[src/rtl/fetch_decode_pipeline.sv]
// Fetch-to-Decode pipeline register with stall/flush control, a saturating
// total-stall counter and a sticky watchdog for overlong stalls.
module fetch_decode_pipeline #(
  parameter int WIDTH     = 32,
  parameter int CNT_W     = 16,
  parameter int MAX_STALL = 8
) (
  input  logic             clk,
  input  logic             rst,
  input  logic [WIDTH-1:0] InstrF,
  input  logic [WIDTH-1:0] PCPlus4F,
  input  logic             ValidF,
  input  logic             StallD,
  input  logic             FlushD,
  output logic [WIDTH-1:0] InstrD,
  output logic [WIDTH-1:0] PCPlus4D,
  output logic             ValidD,
  output logic [4:0]       RsD,
  output logic [4:0]       RtD,
  output logic [4:0]       RdD,
  output logic [CNT_W-1:0] StallCount,
  output logic             StallTimeout
);

  localparam logic [7:0]       RunMax  = 8'hFF;
  localparam logic [7:0]       RunTrip = 8'(MAX_STALL);
  localparam logic [CNT_W-1:0] CntMax  = '1;

  logic [WIDTH-1:0] instr_q, instr_d;
  logic [WIDTH-1:0] pc_plus4_q, pc_plus4_d;
  logic             valid_q, valid_d;
  logic [CNT_W-1:0] stall_cnt_q, stall_cnt_d;
  logic [7:0]       run_cnt_q, run_cnt_d;
  logic             timeout_q, timeout_d;
  logic             stall_cycle;

  // A flush overrides a simultaneous stall, so only unflushed stalls count.
  assign stall_cycle = StallD && !FlushD;

  // NOTE: every output of an always_comb gets a default first so that no
  // path leaves it unassigned, which would otherwise infer a latch.
  always_comb begin
    instr_d     = instr_q;
    pc_plus4_d  = pc_plus4_q;
    valid_d     = valid_q;
    stall_cnt_d = stall_cnt_q;
    run_cnt_d   = '0;
    timeout_d   = timeout_q;

    if (FlushD) begin
      instr_d    = '0;
      pc_plus4_d = '0;
      valid_d    = 1'b0;
    end else if (StallD) begin
      if (stall_cnt_q != CntMax) stall_cnt_d = stall_cnt_q + 1'b1;
      run_cnt_d = (run_cnt_q != RunMax) ? run_cnt_q + 8'd1 : RunMax;
    end else begin
      instr_d    = InstrF;
      pc_plus4_d = PCPlus4F;
      valid_d    = ValidF;
    end

    // The run counter's next value reaching the limit trips the watchdog on
    // the same edge, making it visible after exactly MAX_STALL stall cycles.
    if (stall_cycle && run_cnt_d == RunTrip) timeout_d = 1'b1;
  end

  // NOTE: sequential state uses non-blocking assignments so every flop
  // samples the pre-edge values, independent of statement order.
  always_ff @(posedge clk) begin
    if (rst) begin
      instr_q     <= '0;
      pc_plus4_q  <= '0;
      valid_q     <= 1'b0;
      stall_cnt_q <= '0;
      run_cnt_q   <= '0;
      timeout_q   <= 1'b0;
    end else begin
      instr_q     <= instr_d;
      pc_plus4_q  <= pc_plus4_d;
      valid_q     <= valid_d;
      stall_cnt_q <= stall_cnt_d;
      run_cnt_q   <= run_cnt_d;
      timeout_q   <= timeout_d;
    end
  end

  assign InstrD       = instr_q;
  assign PCPlus4D     = pc_plus4_q;
  assign ValidD       = valid_q;
  assign RsD          = instr_q[25:21];
  assign RtD          = instr_q[20:16];
  assign RdD          = instr_q[15:11];
  assign StallCount   = stall_cnt_q;
  assign StallTimeout = timeout_q;

endmodule

[config.mk]
export PLATFORM = sky130hd
export DESIGN_NAME = fetch_decode_pipeline
export DESIGN_NICKNAME = d
export VERILOG_FILES = /design/src/rtl/fetch_decode_pipeline.sv
export SDC_FILE = /design/constraint.sdc
export NUM_CORES = 1
export LEC_CHECK = 0
export BUFFER_PORTS_ARGS = -buffer_cell sky130_fd_sc_hd__buf_2
export CAP_MARGIN = 20
export CELL_PAD_IN_SITES_DETAIL_PLACEMENT = 1
export CELL_PAD_IN_SITES_GLOBAL_PLACEMENT = 2
export CORE_MARGIN = 3
export CORE_UTILIZATION = 24
export CTS_CLUSTER_SIZE = 24
export DETAILED_ROUTE_END_ITERATION = 7
export PLACE_DENSITY = 0.8
export SLEW_MARGIN = 5
export SYNTH_ARGS = -nofsm -noshare
export SYNTH_HDL_FRONTEND = slang
export SYNTH_SLANG_ARGS = --single-unit
[constraint.sdc]
create_clock -name clk -period 1.8 [get_ports clk]
set_clock_uncertainty 0.1 [all_clocks]
set_input_delay 0 -clock clk [delete_from_list [all_inputs] [get_ports clk]]
set_output_delay 0 -clock clk [all_outputs]
set_load 0.1 [all_outputs]
==> results.sh, run 1 <==
export IMPL_drive_gt1_share_pct=39.0
export IMPL_postLayoutCoreUtil_pct=38.8
export IMPL_clk_latency_ns=0.34
export IMPL_slew_violations=0
export IMPL_port_buffers=165
export IMPL_rsz0062_at_grt="true"
export IMPL_wire_per_inst_um=15.3
export IMPL_post_route_min_period_ns=1.80
export IMPL_hold_viol_final=0
export IMPL_avgSynthCellArea_um2=9.75
export IMPL_cts_buffers=9
export IMPL_vdd_drop_max_mv=0.411
export IMPL_synth_edf_count=0
export IMPL_synth_flop_cell="dfxtp_1"
export IMPL_hpwl_um=7720
export IMPL_die_area_mm2=0.0168
export IMPL_wl_met1_um=4680
export IMPL_top_layer="met4"
export IMPL_comb_power_share_pct=18.9
export IMPL_netlist_area_leader_share_pct=49.1
export IMPL_yosysWarnings=0
export IMPL_pin_count=166
export IMPL_synth_seq_cells=90
export IMPL_worstSetupPathType="flop to flop"
export IMPL_root_buffer="clkbuf_16"
export IMPL_ys_top_cells_by_area="dfxtp_1, mux2i_1, nor2_1"
export IMPL_yosysSeqAreaShare_pct=49.1
export IMPL_p_per_area_mw_per_mm2=839
export IMPL_period_share_pct=100
export IMPL_start_util_pct=24.9
export IMPL_status="finished with violations"
export IMPL_die_y_um=130
export IMPL_max_clock_path_buffers=2
export IMPL_fmax_mhz=554
export IMPL_cp_data_arrival_time_ns=1.98
export IMPL_hp_class="input pin to flop"
export IMPL_num_vias=3596
export IMPL_placementRows=44
export IMPL_synthCells=376
export IMPL_cap_viol_max_count=0
export IMPL_cpMostUsedCell="or4_4"
export IMPL_clock_sinks=90
export IMPL_syn_to_final_growth_pct=56.2
export IMPL_num_nets_final=674
export IMPL_power_mw=4.80
export IMPL_worst_path_buf_inv=0
export IMPL_die_x_um=130
export IMPL_critPathTopFamily="simple AND/OR/NAND/NOR gates"
export IMPL_p_sw_share_pct=32.0
export IMPL_p_int_mw=3.27
export IMPL_antenna_found_initial=0
export IMPL_wirelength_um=12100
export IMPL_drt_pre_antenna_iters=6
export IMPL_setup_slack_ns=-0.00463
export IMPL_track_usage_pct=14.6
export IMPL_critPathMaxStageDelay_ns=0.51
export IMPL_vias_per_cell=4.54
export IMPL_worst_pin_slew_ns=0.540
export IMPL_synthArstFlopShare_pct=0
export IMPL_syn_nets=447
export IMPL_seqPwrFrac_pct=42.8
export IMPL_leakage_nw=2.72
export IMPL_wl_met2_um=6410
export IMPL_p_clk_share_pct=38.2
export IMPL_grt_pass1_vias=3885
export IMPL_ant_nets=0
export IMPL_dp_cells=707
export IMPL_finalNonFillerCells=792
export IMPL_ff2ff_setup_slack_ns=-0.005
export IMPL_setup_viol=1
export IMPL_place_gp_congestion=0.797
export IMPL_start_kind="flop"
export IMPL_crit_required_ns=1.98
export IMPL_synth_largest_area_cell="dfxtp_1"
export IMPL_grt_ovfl_total=0
export IMPL_diodes=0
export IMPL_yosysUniqueCellTypes=44
export IMPL_violations="setup timing"
export IMPL_grt_pass1_wl_um=19500
export IMPL_worst_path_max_delay_cell="or4_4"
export IMPL_clk_pin_slew_ns=0.07
export IMPL_wl_met3_um=793
export IMPL_core_area_mm2=0.0148
export IMPL_syn_area_mm2=0.00367
export IMPL_relSlewSlack_pct=63.7
export IMPL_cp_max_fo=5
export IMPL_drt_initial_drc_count=111
export IMPL_cp_cell_sequence="nand4_1, or4_4, or4_4, a21oi_2"
export IMPL_grt_start_max_net_pins=67
export IMPL_end_kind="flop"
export IMPL_cts_tree="yes"
export IMPL_htreeDepth=3
export IMPL_drc=0
export IMPL_p_switching_mw=1.54
## power groups by stage
| stage | sequential (mW) | combinational (mW) | clock, mW |
|---|---|---|---|
| after floorplan | 2.46 | 0.270 | 0 |
| after detailed placement | 2.10 | 0.791 | 0 |
| after global placement | 2.10 | 0.780 | 0 |
| after global routing | 2.07 | 0.953 | 2.00 |
| final | 2.06 | 0.909 | 1.84 |
| after CTS | 2.06 | 0.907 | 1.92 |
## registers in the layout, indices dropped and copies added, names as in the netlist
signal        flops
InstrD           32
PCPlus4D         32
StallCount       16
StallTimeout      1
ValidD            1
run_cnt_q         8
## kinds of logic (layout without fill, tap and decap cells)
kind of cell             after synthesis  count (layout)  share of synthesized area, %
XOR/XNOR                               3               3                         0.717
multiplexers                          68              68                          18.6
buffers and inverters                 40             272                          6.24
adder cells (fa/ha/maj)                2               2                         0.682
AND/OR/NAND/NOR                      132             132                          17.9
AO/OA/AOI/OAI                         41              41                          6.72
flip-flops                            90              90                          49.1
## metal layers
metal,vias to the layer above,GRT usage (%)
met5,-,0
met4,0,4.03
met3,18,6.06
met2,106,26.6
met1,1718,15.3
li1,1754,-
## cell type report
| type | instances | area, um2 |
|---|---|---|
| clock buffer | 9 | 225 |
| clock inverter | 7 | 58.8 |
| multi-input combinational | 246 | 1670 |
| tap | 184 | 230 |
| fill | 1718 | 9030 |
| inverter | 3 | 11.3 |
| sequential | 90 | 1850 |
| timing repair buffer | 253 | 1680 |
## worst register-to-register path, stage by stage, from the launching register on
cell,delay (ns)
dfxtp_4,0.35
nand4_1,0.22
or4_4,0.51
or4_4,0.44
a21oi_2,0.12
## synthesized netlist by cell type, types with 2 or more instances
master and number:
xnor2_1 2, a21oi_1 19, or3_1 5, nand4_1 8, ha_1 2, mux2i_1 67
nand2_1 8, clkbuf_1 14, nor4_1 3, nor2b_1 3, nand3_1 7, or2_2 3
buf_4 15, a41o_1 2, nor2_1 70, or3_2 2, o41ai_1 2, or4_1 3
inv_1 3, o31ai_1 5, o21ai_0 9, nor3_1 5, nand2b_1 5, buf_1 2
buf_2 4, dfxtp_1 90
## cells in the final DEF, fill, tap and decap left out, types with 2 or more instances in the layout
master and instances:
nor2_1 70, buf_2 164, clkinv_2 2, nor3_1 5, ha_1 2, xnor2_1 2, inv_6 2, clkbuf_16 9
a41o_1 2, or4_4 2, mux2i_1 67, buf_4 20, nor2b_1 3, or4_1 2, nand4_1 8, nand3_1 6
or2_2 3, dlygate4sd3_1 67, dfxtp_2 5, o41ai_1 2, dfxtp_1 74, inv_8 2, nand2b_1 5, dfxtp_4 11
nor4_2 2, or3_1 5, buf_12 2, o21ai_0 9, o31ai_1 5, inv_1 3, nand2_1 8, a21oi_2 2
a21oi_1 17
## per-stage QoR
stage / area [um2] / setup TNS [ns] / hold slack, ns / worst slack [ns]
final: 5730 / -0.00463 / 0.0694 / -0.00463
after global routing: 5730 / -0.399 / 0.0813 / -0.0797
after CTS: 5710 / 0 / 0.0511 / 0.00835
after detailed placement: 4740 / 0 / 0.138 / 0.000947
after global placement: 4740 / 0 / 0.129 / 0.0275
after floorplan: 3730 / -1.17 / 0.0439 / -0.171
## final timing paths
path                                                    end                       start  depth (start not counted)
worst min register to register      run_cnt_q[0]$_SDFF_PP0_     run_cnt_q[0]$_SDFF_PP0_                          1
worst max register to register  StallCount[15]$_SDFFE_PP0P_  StallCount[7]$_SDFFE_PP0P_                          4
worst max-delay path            StallCount[15]$_SDFFE_PP0P_  StallCount[7]$_SDFFE_PP0P_                          4
worst min-delay path            StallCount[11]$_SDFFE_PP0P_                      StallD                          5
## timing repair
item | CTS | global route
resized for setup | 2 | 3
setup endpoints to repair | 5 | 11
pin swaps | 2 | 2
hold buffers | 67 | 0
hold endpoints to repair | 79 | 0
buffers inserted | 1 | 1
Note: power is estimated with default switching activity, not from simulation.
==> run 2, diff against run 1 <==
--- a/config.mk
+++ b/config.mk
@@ -5,12 +5,13 @@
 export SDC_FILE = /design/constraint.sdc
 export NUM_CORES = 1
 export LEC_CHECK = 0
+export ABC_AREA = 1
 export BUFFER_PORTS_ARGS = -buffer_cell sky130_fd_sc_hd__buf_2
 export CAP_MARGIN = 20
 export CELL_PAD_IN_SITES_DETAIL_PLACEMENT = 1
 export CELL_PAD_IN_SITES_GLOBAL_PLACEMENT = 2
 export CORE_MARGIN = 3
-export CORE_UTILIZATION = 24
+export CORE_UTILIZATION = 22
 export CTS_CLUSTER_SIZE = 24
 export DETAILED_ROUTE_END_ITERATION = 7
 export PLACE_DENSITY = 0.8
==> run 2 against run 1 <==
Sequential power about the same. Core utilization down 3.1 points. Die area up 10%. Critical endpoint is now StallCount[13]$_SDFFE_PP0P_. Fmax up 7.1%. The run now ends clean.
==> results.sh, run 2 <==
export IMPL_avgSynthCellArea_um2=7.32
export IMPL_layout_common_cells="nand2_1, buf_2, a21oi_1"
export IMPL_clk_latency_ns=0.35
export IMPL_drt_initial_drc_count=121
export IMPL_ys_top_cells_by_count="nand2_1, dfxtp_1, a21oi_1"
export IMPL_multiInputGateArea_mm2=0.00163
export IMPL_start_util_pct=23.0
export IMPL_post_route_min_period_ns=1.69
export IMPL_slew_violations=0
export IMPL_cap_viol_max_count=0
export IMPL_timing_hold_ws_ns=0.128
export IMPL_clock_sinks=90
export IMPL_tns_ns=0
export IMPL_root_buffer="clkbuf_16"
export IMPL_synthCells=509
export IMPL_worst_pin_slew_ns=0.558
export IMPL_drive_gt1_share_pct=29.2
export IMPL_grt_ovfl_total=0
export IMPL_synth_flop_cell="dfxtp_1"
export IMPL_clk_pin_slew_ns=0.07
export IMPL_yosysMostFrequentCell="nand2_1"
export IMPL_grt_pass1_wl_um=22100
export IMPL_synth_largest_area_cell="dfxtp_1"
export IMPL_fmax_mhz=593
export IMPL_worstSetupPathType="flop to flop"
export IMPL_vias_per_cell=4.31
export IMPL_max_clock_path_buffers=2
export IMPL_layout_commonest_cell="nand2_1"
export IMPL_regArea_mm2=0.00184
export IMPL_critPathMaxStageDelay_ns=0.38
export IMPL_yosysSeqAreaShare_pct=48.3
export IMPL_synth_edf_count=0
export IMPL_synth_seq_cells=90
export IMPL_wire_per_inst_um=14.5
export IMPL_synthXorXnorAreaFrac_pct=2.82
export IMPL_pin_count=166
export IMPL_hp_class="input pin to flop"
export IMPL_place_gp_congestion=0.789
export IMPL_end_kind="flop"
export IMPL_num_vias=4089
export IMPL_p_per_area_mw_per_mm2=851
export IMPL_power_mw=4.94
export IMPL_placementRows=46
export IMPL_syn_to_final_growth_pct=55.6
export IMPL_yosysWarnings=0
export IMPL_cts_tree="yes"
export IMPL_drc=0
export IMPL_cts_setup_buffers=0
export IMPL_syn_nets=580
export IMPL_vdd_drop_max_mv=0.387
export IMPL_track_usage_pct=15.0
export IMPL_synthArstFlopShare_pct=0
export IMPL_cp_max_fo=18
export IMPL_wirelength_um=13700
export IMPL_cts_buffers=9
export IMPL_num_nets_final=798
export IMPL_setup_viol=0
export IMPL_start_kind="flop"
export IMPL_diodes=0
export IMPL_syn_area_mm2=0.00373
export IMPL_leakage_nw=2.63
export IMPL_ys_top_cells_by_area="dfxtp_1, nand2_1, a21oi_1"
export IMPL_port_buffers=165
export IMPL_core_area_mm2=0.0162
export IMPL_period_share_pct=93.6
export IMPL_synth_top_family_by_area="simple AND/OR/NAND/NOR gates"
export IMPL_fillers=1980
export IMPL_die_y_um=136
export IMPL_synth_simple_area_share_pct=27.3
export IMPL_ant_nets=0
export IMPL_antenna_found_initial=0
export IMPL_synth_compound_area_share_pct=12.4
export IMPL_netlist_area_leader_share_pct=48.3
export IMPL_worst_path_max_delay_cell="dfxtp_4"
export IMPL_die_x_um=136
export IMPL_grt_pass1_vias=4469
export IMPL_status="complete, no violations"
export IMPL_relSlewSlack_pct=62.8
export IMPL_htreeDepth=3
export IMPL_critPathTopFamily="simple AND/OR/NAND/NOR gates"
export IMPL_hold_viol_final=0
export IMPL_drt_pre_antenna_iters=4
export IMPL_grt_start_max_net_pins=66
export IMPL_yosysUniqueCellTypes=28
export IMPL_synthAdderAreaFrac_pct=0.671
export IMPL_worst_path_buf_inv=1
export IMPL_rsz0062_at_grt="false"
export IMPL_cp_cell_sequence="ha_4, nand3_4, nor3_4, nand3_2, nand2_8, inv_2, nand2_1, a21oi_1"
export IMPL_crit_required_ns=1.93
export IMPL_yosys_mux_area_fraction_pct=0
export IMPL_die_area_mm2=0.0185
export IMPL_cp_data_arrival_time_ns=1.82
export IMPL_hpwl_um=9030
run 2: cell types whose count changed after synthesis, moves of 6 or more:
cell	delta
nand3_1	+7
nand2_1	+187
nor2_1	-41
a21oi_1	+66
xor2_1	+6
mux2i_1	-67
inv_1	+20
run 2: metal layers:
metal / track usage (%) / share of wire, % / vias to the layer above
li1: - / - / 2041
met1: 16.1 / 41 / 1928
met2: 27.5 / 51 / 106
met3: 4.63 / 6.5 / 14
met4: 5.77 / 1.7 / 0
met5: 0 / 0 / -
run 2: final cells by class:
class                           count  area share, %
Clock inverter                      7           1.34
Multi-Input combinational cell    355           28.2
Clock buffer                        9           3.88
Inverter                           24           1.55
Timing Repair Buffer              247           28.6
Tap cell                          216           4.66
Sequential cell                    90           31.8
run 2: cells by family (layout without fill, tap and decap cells):
logic type / Yosys count / after routing
adders and majority gates: 2 / 2
and+or+nand+nor: 250 / 250
buffers and inverters: 64 / 287
xor gates and xnor gates: 12 / 12
AOI/OAI and AO/OA: 91 / 91
DFF: 90 / 90
run 2: per-stage QoR:
step	instances	utilization [%]	instance area (um2)	setup slack, ns
after floorplan	509	-	3780	0.000177
after global placement	854	29.0	4710	0.153
after detailed placement	854	29.0	4710	0.0598
after CTS	948	35.7	5790	0.0410
after global routing	948	35.7	5800	0.00894
final	948	35.7	5800	0.115
run 2: final timing paths:
kind | cells after the start | slack (ns) | end | from
worst min register to register | 2 | 0.36 | PCPlus4D[10]$_SDFFE_PP0N_ | PCPlus4D[10]$_SDFFE_PP0N_
worst max-delay path | 8 | 0.11 | StallCount[13]$_SDFFE_PP0P_ | StallCount[0]$_SDFFE_PP0P_
worst max register to register | 8 | 0.11 | StallCount[13]$_SDFFE_PP0P_ | StallCount[0]$_SDFFE_PP0P_
worst min-delay path | 6 | 0.13 | StallCount[0]$_SDFFE_PP0P_ | FlushD
run 2: power breakdown:
part | switching, mW | internal (mW) | leakage, nW
Sequential | 0.0333 | 2.03 | 0.742
Combinational | 0.649 | 0.251 | 1.73
Clock | 0.880 | 1.09 | 0.152
run 2: timing repair:
item | in CTS | in global routing
resized for setup | 0 | 2
hold buffers | 78 | 0
hold endpoints to repair | 82 | 0
endpoints found under the setup margin | 0 | 12
run 2: worst min-delay path: stages:
cell	delay (ns)
buf_2	0.07
inv_1	0.05
nand2_1	0.07
inv_1	0.10
nand2_8	0.16
a21oi_1	0.08
==> run 3, diff against run 2 <==
--- a/config.mk
+++ b/config.mk
@@ -15,7 +15,8 @@
 export CTS_CLUSTER_SIZE = 24
 export DETAILED_ROUTE_END_ITERATION = 7
 export PLACE_DENSITY = 0.8
-export SLEW_MARGIN = 5
+export SETUP_SLACK_MARGIN = 0.5
+export SLEW_MARGIN = 10
 export SYNTH_ARGS = -nofsm -noshare
 export SYNTH_HDL_FRONTEND = slang
 export SYNTH_SLANG_ARGS = --single-unit
==> run 3 against run 2 <==
Worst hold slack got worse by 0.031 ns. Sequential power hardly changed. Critical endpoint is now StallCount[2]$_SDFFE_PP0P_. Combinational power is 4.0% higher. Fmax up 9.8%.
==> results.sh, run 3 (same netlist as run 2, synthesis figures left out) <==
export IMPL_fmax_mhz=652
export IMPL_setup_viol=0
export IMPL_wirelength_um=14200
export IMPL_ant_nets=0
export IMPL_status="complete, no violations"
export IMPL_start_util_pct=23.0
export IMPL_cp_cell_sequence="inv_1, nor3_2, nand3_2, nand2_8, clkbuf_16, nand2_1, a21oi_1"
export IMPL_num_nets_final=813
export IMPL_num_vias=4219
export IMPL_path_depth=7
export IMPL_top_layer="met4"
export IMPL_clk_pin_slew_ns=0.08
export IMPL_start_kind="flop"
export IMPL_critPathCapture="StallCount[2]$_SDFFE_PP0P_"
export IMPL_timing_rr_end="StallCount[2]$_SDFFE_PP0P_"
export IMPL_die_y_um=136
export IMPL_power_mw=4.96
export IMPL_htreeDepth=3
export IMPL_worst_pin_slew_ns=0.628
export IMPL_antenna_found_initial=0
export IMPL_cp_data_arrival_time_ns=1.71
export IMPL_grt_pass1_wl_um=22500
export IMPL_track_usage_pct=15.1
export IMPL_cp_max_fo=7
export IMPL_cap_viol_max_count=0
export IMPL_tns_ns=0
export IMPL_drt_initial_drc_count=148
export IMPL_relSlewSlack_pct=58.2
export IMPL_multiInputGateArea_mm2=0.00183
export IMPL_cts_buffers=9
export IMPL_critPathTopFamily="simple AND/OR/NAND/NOR gates"
export IMPL_die_x_um=136
export IMPL_grt_start_max_net_pins=60
export IMPL_layout_commonest_cell="nand2_1"
export IMPL_diodes=0
export IMPL_post_route_min_period_ns=1.53
export IMPL_slew_violations=0
export IMPL_drive_gt1_share_pct=46.7
export IMPL_fillers=1996
export IMPL_hold_viol_final=0
export IMPL_syn_to_final_growth_pct=67.5
export IMPL_drc=0
export IMPL_max_clock_path_buffers=2
export IMPL_ff2ff_setup_slack_ns=0.27
export IMPL_layout_common_cells="nand2_1, buf_2, a21oi_1"
export IMPL_grt_ovfl_total=0
export IMPL_hp_class="input pin to flop"
export IMPL_crit_required_ns=1.97
export IMPL_worst_path_max_delay_cell="dfxtp_4"
export IMPL_wl_met2_um=7370
export IMPL_clk_latency_ns=0.34
export IMPL_hpwl_um=9230
export IMPL_vias_per_cell=4.38
export IMPL_root_buffer="clkbuf_16"
export IMPL_period_share_pct=85.3
export IMPL_drt_pre_antenna_iters=4
export IMPL_p_per_area_mw_per_mm2=794
export IMPL_r2r_cells=7
export IMPL_die_area_mm2=0.0185
export IMPL_rsz0062_at_grt="true"
export IMPL_r2r_start="StallCount[10]$_SDFFE_PP0P_"
export IMPL_leakage_nw=2.80
export IMPL_worstSetupPathType="flop to flop"
export IMPL_cts_tree="yes"
export IMPL_wl_met1_um=5620
export IMPL_place_gp_congestion=0.807
export IMPL_wl_met3_um=876
export IMPL_port_buffers=165
export IMPL_grt_pass1_vias=4551
export IMPL_wire_per_inst_um=14.8
export IMPL_crit_start="StallCount[10]$_SDFFE_PP0P_"
export IMPL_critPathMaxStageDelay_ns=0.36
export IMPL_regArea_mm2=0.00195
export IMPL_min_path_cells=4
export IMPL_worst_path_buf_inv=2
export IMPL_core_area_mm2=0.0162
export IMPL_clock_sinks=90
export IMPL_placementRows=46
export IMPL_end_kind="flop"
export IMPL_setup_slack_ns=0.265
export IMPL_pre_cts_slack_ns=0.122
export IMPL_vdd_drop_max_mv=0.403
export IMPL_pin_count=166
==> run 3: cell count changes in the layout (fill, tap and decap cells not counted), moves of 7 or more <==
cell	before	now
dlygate4sd3_1	78	71
a21oi_1	85	76
dfxtp_1	74	4
buf_4	2	20
nand2_2	3	13
a21oi_2	1	10
nor2_1	29	19
dfxtp_4	8	15
dfxtp_2	8	71
nand2_1	193	179
==> run 3: per-stage QoR <==
stage / instances / area [um2] / utilization [%] / hold WS (ns)
floorplan: 509 / 3910 / - / -0.0406
global placement: 855 / 4830 / 29.7 / 0.141
detailed placement: 855 / 4830 / 29.7 / 0.150
CTS: 959 / 6040 / 37.2 / 0.0930
global route: 963 / 6240 / 38.5 / 0.128
finish: 963 / 6240 / 38.5 / 0.0964
==> run 3: area by class of cell <==
cell class                 count  share of cell area, %
sequential                    90                   31.2
tap                          216                   4.33
inverter                      24                   1.48
multi-input combinational    355                   29.3
clock inverter                 7                   1.18
clock buffer                   9                   3.61
timing repair buffer         262                   28.9
==> run 3: tightest hold or removal path: cells and delay by family <==
kind / cells / cell delay (ns)
buf+inv: 2 / 0.35
simple gates: 1 / 0.09
compound gates: 1 / 0.05
==> run 3: what timing repair did <==
item                                   in CTS  in global routing
hold buffers                               73                  0
setup endpoints to repair                  21                 31
endpoints found under the hold margin      82                  0
cloned                                      0                  1
setup buffers                              15                  3
gates resized for setup                    25                 51
pin swaps                                  18                 23
==> run 3: worst min-delay path by stage <==
stage	start	to	slack, ns
after floorplan	rst	StallCount[2]$_SDFFE_PP0P_	-0.04
after global placement	PCPlus4F[9]	PCPlus4D[9]$_SDFFE_PP0N_	0.14
after detailed placement	PCPlus4F[18]	PCPlus4D[18]$_SDFFE_PP0N_	0.15
after CTS	StallD	ValidD$_SDFFE_PP0N_	0.09
after global routing	StallD	ValidD$_SDFFE_PP0N_	0.13
final	StallD	ValidD$_SDFFE_PP0N_	0.1
==> run 3: power by group <==
part | switching (mW) | internal, mW
logic | 0.665 | 0.272
registers | 0.0323 | 2.03
clock network | 0.870 | 1.09
total | 1.57 | 3.39
==> run 3: routing by layer <==
metal  vias up  track usage, %
li1       2063               -
met5         -               0
met1      2007            16.4
met4         0            6.61
met3        29            4.55
met2       120            27.2
